--- src/rtl/param_seq_det.sv ---
// param_seq_det -- runtime-programmable serial pattern detector.
//
// Watches a serial stream qualified by serValid and pulses w for one cycle
// in the cycle after the bit that completes the programmed pattern.
// Pattern and length are loaded at reset from DEF_PAT/DEF_LEN, or at runtime
// through a one-cycle cfg_load strobe.
//
// Optional feature: define PARAM_SEQ_DET_MATCH_CNT_EN to add the saturating
// match counter and its match_cnt output port.
//
// Ports:
//   clk       system clock, rising edge
//   rst       synchronous active-low reset
//   serIn     serial data bit
//   serValid  serIn qualifier
//   overlap   1 = overlapping matches, 0 = history cleared after a match
//   cfg_load  strobe: load cfg_pat / cfg_len, clear history
//   cfg_pat   pattern, first-received bit at cfg_pat[len-1], last at [0]
//   cfg_len   pattern length, 0 -> 1, >PAT_W -> PAT_W
//   w         registered one-cycle match pulse
//   match_cnt saturating match count (optional)
module param_seq_det #(
  parameter int               PAT_W   = 8,
  parameter logic [PAT_W-1:0] DEF_PAT = 8'b0011_1110,
  parameter int               DEF_LEN = 7,
  parameter int               CNT_W   = 8
) (
  input  logic                       clk,
  input  logic                       rst,
  input  logic                       serIn,
  input  logic                       serValid,
  input  logic                       overlap,
  input  logic                       cfg_load,
  input  logic [PAT_W-1:0]           cfg_pat,
  input  logic [$clog2(PAT_W+1)-1:0] cfg_len,
`ifdef PARAM_SEQ_DET_MATCH_CNT_EN
  output logic [CNT_W-1:0]           match_cnt,
`endif
  output logic                       w
);

  localparam int               LEN_W    = $clog2(PAT_W+1);
  localparam logic [PAT_W-1:0] ALL_ONES = '1;

  logic [PAT_W-1:0] pat_reg;
  logic [LEN_W-1:0] len_reg;
  logic [PAT_W-1:0] hist;
  logic [LEN_W-1:0] fill;

  logic [PAT_W-1:0] nh;
  logic [LEN_W-1:0] nf;
  logic [PAT_W-1:0] mask;
  logic [LEN_W-1:0] cfg_len_c;
  logic             hit;

  always_comb begin
    nh   = {hist[PAT_W-2:0], serIn};
    // fill saturates at PAT_W; guard the increment so it never wraps
    nf   = (fill == LEN_W'(PAT_W)) ? fill : fill + 1'b1;
    // low len_reg bits set; a shift by PAT_W yields all ones
    mask = ~(ALL_ONES << len_reg);
    hit  = (nf >= len_reg) && ((nh & mask) == (pat_reg & mask));
    if (cfg_len == '0)
      cfg_len_c = LEN_W'(1);
    else if (cfg_len > LEN_W'(PAT_W))
      cfg_len_c = LEN_W'(PAT_W);
    else
      cfg_len_c = cfg_len;
  end

  always_ff @(posedge clk) begin
    if (!rst) begin
      pat_reg <= DEF_PAT;
      len_reg <= LEN_W'(DEF_LEN);
      hist    <= '0;
      fill    <= '0;
      w       <= 1'b0;
    end else if (cfg_load) begin
      pat_reg <= cfg_pat;
      len_reg <= cfg_len_c;
      hist    <= '0;
      fill    <= '0;
      w       <= 1'b0;
    end else if (serValid) begin
      hist <= nh;
      w    <= hit;
      fill <= (hit && !overlap) ? '0 : nf;
    end else begin
      w <= 1'b0;
    end
  end

`ifdef PARAM_SEQ_DET_MATCH_CNT_EN
  always_ff @(posedge clk) begin
    if (!rst || cfg_load)
      match_cnt <= '0;
    else if (serValid && hit && (match_cnt != '1))
      match_cnt <= match_cnt + 1'b1;
  end
`endif

endmodule

--- config.mk ---
export PLATFORM = sky130hd
export DESIGN_NAME = param_seq_det
export DESIGN_NICKNAME = d
export VERILOG_FILES = /design/src/rtl/param_seq_det.sv
export SDC_FILE = /design/constraint.sdc
export NUM_CORES = 1
export LEC_CHECK = 0
export ABC_AREA = 1
export CAP_MARGIN = 20
export CORE_MARGIN = 2
export CORE_UTILIZATION = 40
export DETAILED_ROUTE_END_ITERATION = 8
export PLACE_DENSITY = 0.63
export SYNTH_ARGS = -nofsm -noshare
export SYNTH_HDL_FRONTEND = slang
export SYNTH_SLANG_ARGS = --single-unit
--- constraint.sdc ---
create_clock -name clk -period 5.99 [get_ports clk]
set_clock_uncertainty 0.2 [all_clocks]
set_input_delay 1.198 -clock clk [delete_from_list [all_inputs] [get_ports clk]]
set_output_delay 1.198 -clock clk [all_outputs]
set_load 0.01 [all_outputs]
# --- Word-level counts from Yosys, hierarchy flattened ---
# Cells that the tools add are included.
totals:
  regBits: 24
  wordCells: 26
op_classes:
  add_sub_neg: 1
  n_lt_le_gt_ge: 2
  eq_ne: 2
  shifts: 1
  n_mux: 4
  n_bitwise: 5
  reduce_logical: 6
ops:
  columns: ["cell", "n"]
  rows:
  - ["bitwise AND 8 bit", 2]
  - ["2-to-1 mux 4 bit", 4]
  - ["== test 8 bit", 1]
  - ["inverter 8 bit", 1]
  - ["<< shifter 8 x 4 -> 8 bit, first input constant", 1]
  - ["adder 4 x 1 -> 4 bit, second input constant", 1]
  - ["== test 4 bit, second input constant", 1]
  - ["greater-or-equal comparator 4 bit", 1]
  - ["greater-than comparator 4 bit, second input constant", 1]
  - ["logical NOT 4 bit", 1]
  - ["OR reduction 3 bit", 1]
  - ["logical AND 1 bit", 2]
  - ["inverter 1 bit", 2]
  - ["OR reduction 2 bit", 1]
  - ["logical NOT 1 bit", 1]

# --- Longest topological paths before layout ---
depth:
  depth_word: 7
  depth_mapped: 13

# --- Worst setup path after synthesis ---
# No wires, ideal clock.
synth_timing:
  path_kind: "input to register"
  startpoint: "in serIn"
  endpoint: "reg fill[0]"
  setup_ns: 0.123
  arrival_time_ns: 1.752
  required_ns: 5.667
  setup_slack_ns: 3.915
  cell_stages: 9
  n_path_buf: 0
  path_cell_list: "inv_1 > nand2_1 > nand2_1 > nand2_1 > nand2_1 > nor2_2 > nand4_2 > nand2_1 > a21oi_1"
synth_between:
  elab_chain_cells: 5
synth_rtl:
  columns: ["element", "line_no", "rtl"]
  rows:
  - ["start, declared", "30", "input logic serIn,"]
  - ["bitwise AND 8 bit", "62", "hit = (nf >= len_reg) && ((nh & mask) == (pat_reg & mask));"]
  - ["== test 8 bit", "62", null]
  - ["logical AND 1 bit", "62", null]
  - ["logical AND 1 bit", "87", "fill <= (hit && !overlap) ? '0 : nf;"]
  - ["2-to-1 mux 4 bit", "87", null]
  - ["end signal, assigned", "87", null]
  - ["end, declared", "48", "logic [LEN_W-1:0] fill;"]
# Every way passes these cells.
# A chain may end at the register's enable or synchronous reset.

# --- Final worst setup path ---
layout_timing:
  startpoint: "reg w"
  endpoint: "out w"
layout_rtl:
  columns: ["element", "line_no", "rtl"]
  rows:
  - ["start, declared", "39", "output logic w"]
  - ["start signal, assigned", "86", "w <= hit;"]
# No word-level cell between the ends.

==> results.md <==
* Die height at 59.96 um
* Setup TNS at 0 ns
* Max FO, Critical Path at 1
* Most Used Layer, Global Route: met2
* CTS tree: yes
* Clk sinks at 24
* Depth of the CTS H-tree at 1
* Final wirelength at 2621 um
* Syn Std Cell Area at 1252 um2
* ANT nets after route at 0
* Synthesis-to-finish area growth at 19.68%
* CP top delay family: buffers and inverters
* Crit Path Category: register to output port
* Yosys top cell area share at 38.36%
* Nets@finish at between 200 and 250
* Power Dens Cells at ~200 nW/um2
* PostCTS Resize Cnt at 0
* Largest net degree at the start of global routing at 16
* Mapped Cells at 186
* First DRT Iteration DRCs at 43
* Worst-skew pair later-pin latency at ~0.31 ns
* Hold Vio Cnt, Final at 0
* Worst hold margin at 0.2825 ns
* I/O pin cnt at 19
* Worst EP required at 4.59 ns
* Die area at about 3600 um2
* Cts hold-fix bufs at 0
* Ant diodes at 0
* Normalized max-slew margin at between 60% and 70%
* Synth warnings at 0
* First-pass GRT wire length at between 4000 and 5000 um
* Largest cells by area after synthesis: dfxtp_1, nand2_1, a21oi_1, inv_1, ha_1
* Minimum clock period at between 2 and 3 ns
* GR Util met1 at 21.75%
* Flip-flop and latch count after synthesis at 24
* CP Cell Sequence: clkdlybuf4s50_1
* # rows at 20
* Reg2Reg Setup Slack at between 3 and 4 ns
* Fillcell total at 329
* Clock-pin slew on the worst setup and hold paths at 0.13 ns
* Worst endpoint data arrival time at between 1 and 1.5 ns
* VDD IR-drop max at roughly 0.13 mV
* Max FFs per register at 8
* CP endpoint kind: output port
* Met2 Usage GRT at 28.57%
* Share of cells above drive strength 1 at slightly below 8%
* Average size of a mapped cell at between 6 and 7 um2
* Syn nets at 210
* Total core area at approximately 3000 um2
* CTS Buf Count at 3
* CTS Buffer Depth at 2
* Initial antenna violation count at 0
* Slew Viols, Final at 0
* HPWL Detailed at between 2000 and 2500 um
* DR pass1 iterations at 4
* Initial core utilization at a little over two fifths
* Startpoint Class: register
* Drt via density at just under 5
* Vias post-DR at ~1100
* GRT overflow at 0
* WL per Instance at ~11 um
* Post-CTS setup buffers at 0
* Largest stage delay, worst path at around 0.52 ns
* Gr usage total at between 10% and 20%
* Setup slack at placement at approximately 3.2 ns
* Final period util at between 40% and 50%
* Slew @ Worst Pin at between 0.5 and 0.6 ns
* Fin worst setup slack at between 3 and 4 ns
* Yosys cell types at 20
* Die W at between 50 and 60 um
* Leak Pwr at roughly 0.7 nW
* Gp weighted congestion at around 0.82
* Worst hold path type: register to register
* Maxcap violations at 0
* Remaining DRCs at 0
* Vias in the first global route at approximately 1200
* CTS root buffer: clkbuf_4
* RSZ-0062 raised after global routing: no
* Crit-path slowest cell: clkdlybuf4s50_1
* Run status: completed
* Seq/Total Area, Yosys at about two fifths
* GR Util met3 at under 10%
* Yosys top cell by area: dfxtp_1
* Buffers & Inverters on Critical Path at 1
* Final number of setup-violating endpoints at 0
* Port-buffer cells at 18
* Fmax at between 0.3 and 0.4 GHz
-- report_power, final --
group | switching (W) | total [W] | internal, W
logic | 0.0000282 | 0.0000513 | 0.0000231
registers | 0.00000624 | 0.000173 | 0.000167
clock network | 0.0000456 | 0.0000827 | 0.0000371
total | 0.0000800 | 0.000307 | 0.000227
-- worst register-to-register path, cell delays in order, from the launching register on --
cell and delay [ns]:
dfxtp_1 0.43, inv_1 0.06, ha_1 0.19, nand2_1 0.08, nor2_1 0.06, xor2_1 0.23
ha_1 0.19, nor2_1 0.04, o21ai_0 0.16, nand3_1 0.15, nand4_2 0.15, nand2_1 0.07
a21oi_1 0.12
-- cells in the mapped netlist --
cell type and number:
nand2_1 54, dfxtp_1 24, inv_1 22, a21oi_1 18, nor2_1 16, o21ai_0 13
nand3_1 10, ha_1 6, inv_2 4, nor2_2 4, clkbuf_1 3, o211ai_1 2
o21ai_1 2, xor2_1 2, a211oi_1 1, inv_4 1, nand3_2 1, nand4_2 1
nor3_2 1, or2_0 1
-- final timing paths --
| path | startpoint | end | cells past startpoint |
|---|---|---|---|
| min | pat_reg[3] | pat_reg[3] | 2 |
| max reg2reg | fill[0] | fill[0] | 12 |
| min reg2reg | pat_reg[3] | pat_reg[3] | 2 |
| max | w | w | 1 |
-- layout make-up --
class | count | area, um2 | area share, %
Clock buffer | 4 | 36.28 | 2.421
Inverter | 27 | 103.9 | 6.928
Multi-Input combinational cell | 132 | 656.9 | 43.82
Sequential cell | 24 | 480.5 | 32.05
Tap cell | 33 | 41.29 | 2.755
Timing Repair Buffer | 18 | 180.2 | 12.02
-- per-stage QoR --
stage | utilization, % | cell area (um2) | power (W) | std cells
after detailed placement | 48.71 | 1463 | 0.0002282 | 234
after global routing | 49.92 | 1499 | 0.0003257 | 238
after global placement | 48.71 | 1463 | 0.0002271 | 234
after floorplan | - | 1252 | 0.0002072 | 186
final | 49.92 | 1499 | 0.0003073 | 238
after CTS | 49.92 | 1499 | 0.0003109 | 238
-- layout by cell type, fill, tap and decap left out --
cell type | netlist | layout
nand4_2 | 1 | 1
clkdlybuf4s50_1 | 0 | 18
o21ai_1 | 2 | 2
clkbuf_4 | 0 | 3
nand2_1 | 54 | 54
nand3_2 | 1 | 1
nor3_2 | 1 | 1
ha_1 | 6 | 6
nor2_2 | 4 | 4
xor2_1 | 2 | 2
inv_2 | 4 | 4
nand3_1 | 10 | 10
or2_0 | 1 | 1
inv_1 | 22 | 22
o21ai_0 | 13 | 13
nor2_1 | 16 | 16
a21oi_1 | 18 | 18
a211oi_1 | 1 | 1
dfxtp_1 | 24 | 24
inv_4 | 1 | 1
o211ai_1 | 2 | 2
clkbuf_8 | 0 | 1
-- per-layer routing --
metal	wire length, um	part of all wire (%)
met5	0	0
met4	27	1.0
met3	70	2.7
met2	1284	49
met1	1237	47
-- logic make-up after synthesis --
family,after synthesis,synth area share [%]
buf+inv,30,9.191
simple gates,88,30.07
compound gates,36,14.99
fa+ha+maj,6,5.994
xor+xnor,2,1.399
flops,24,38.36
Note: power is estimated with default switching activity, not from simulation.
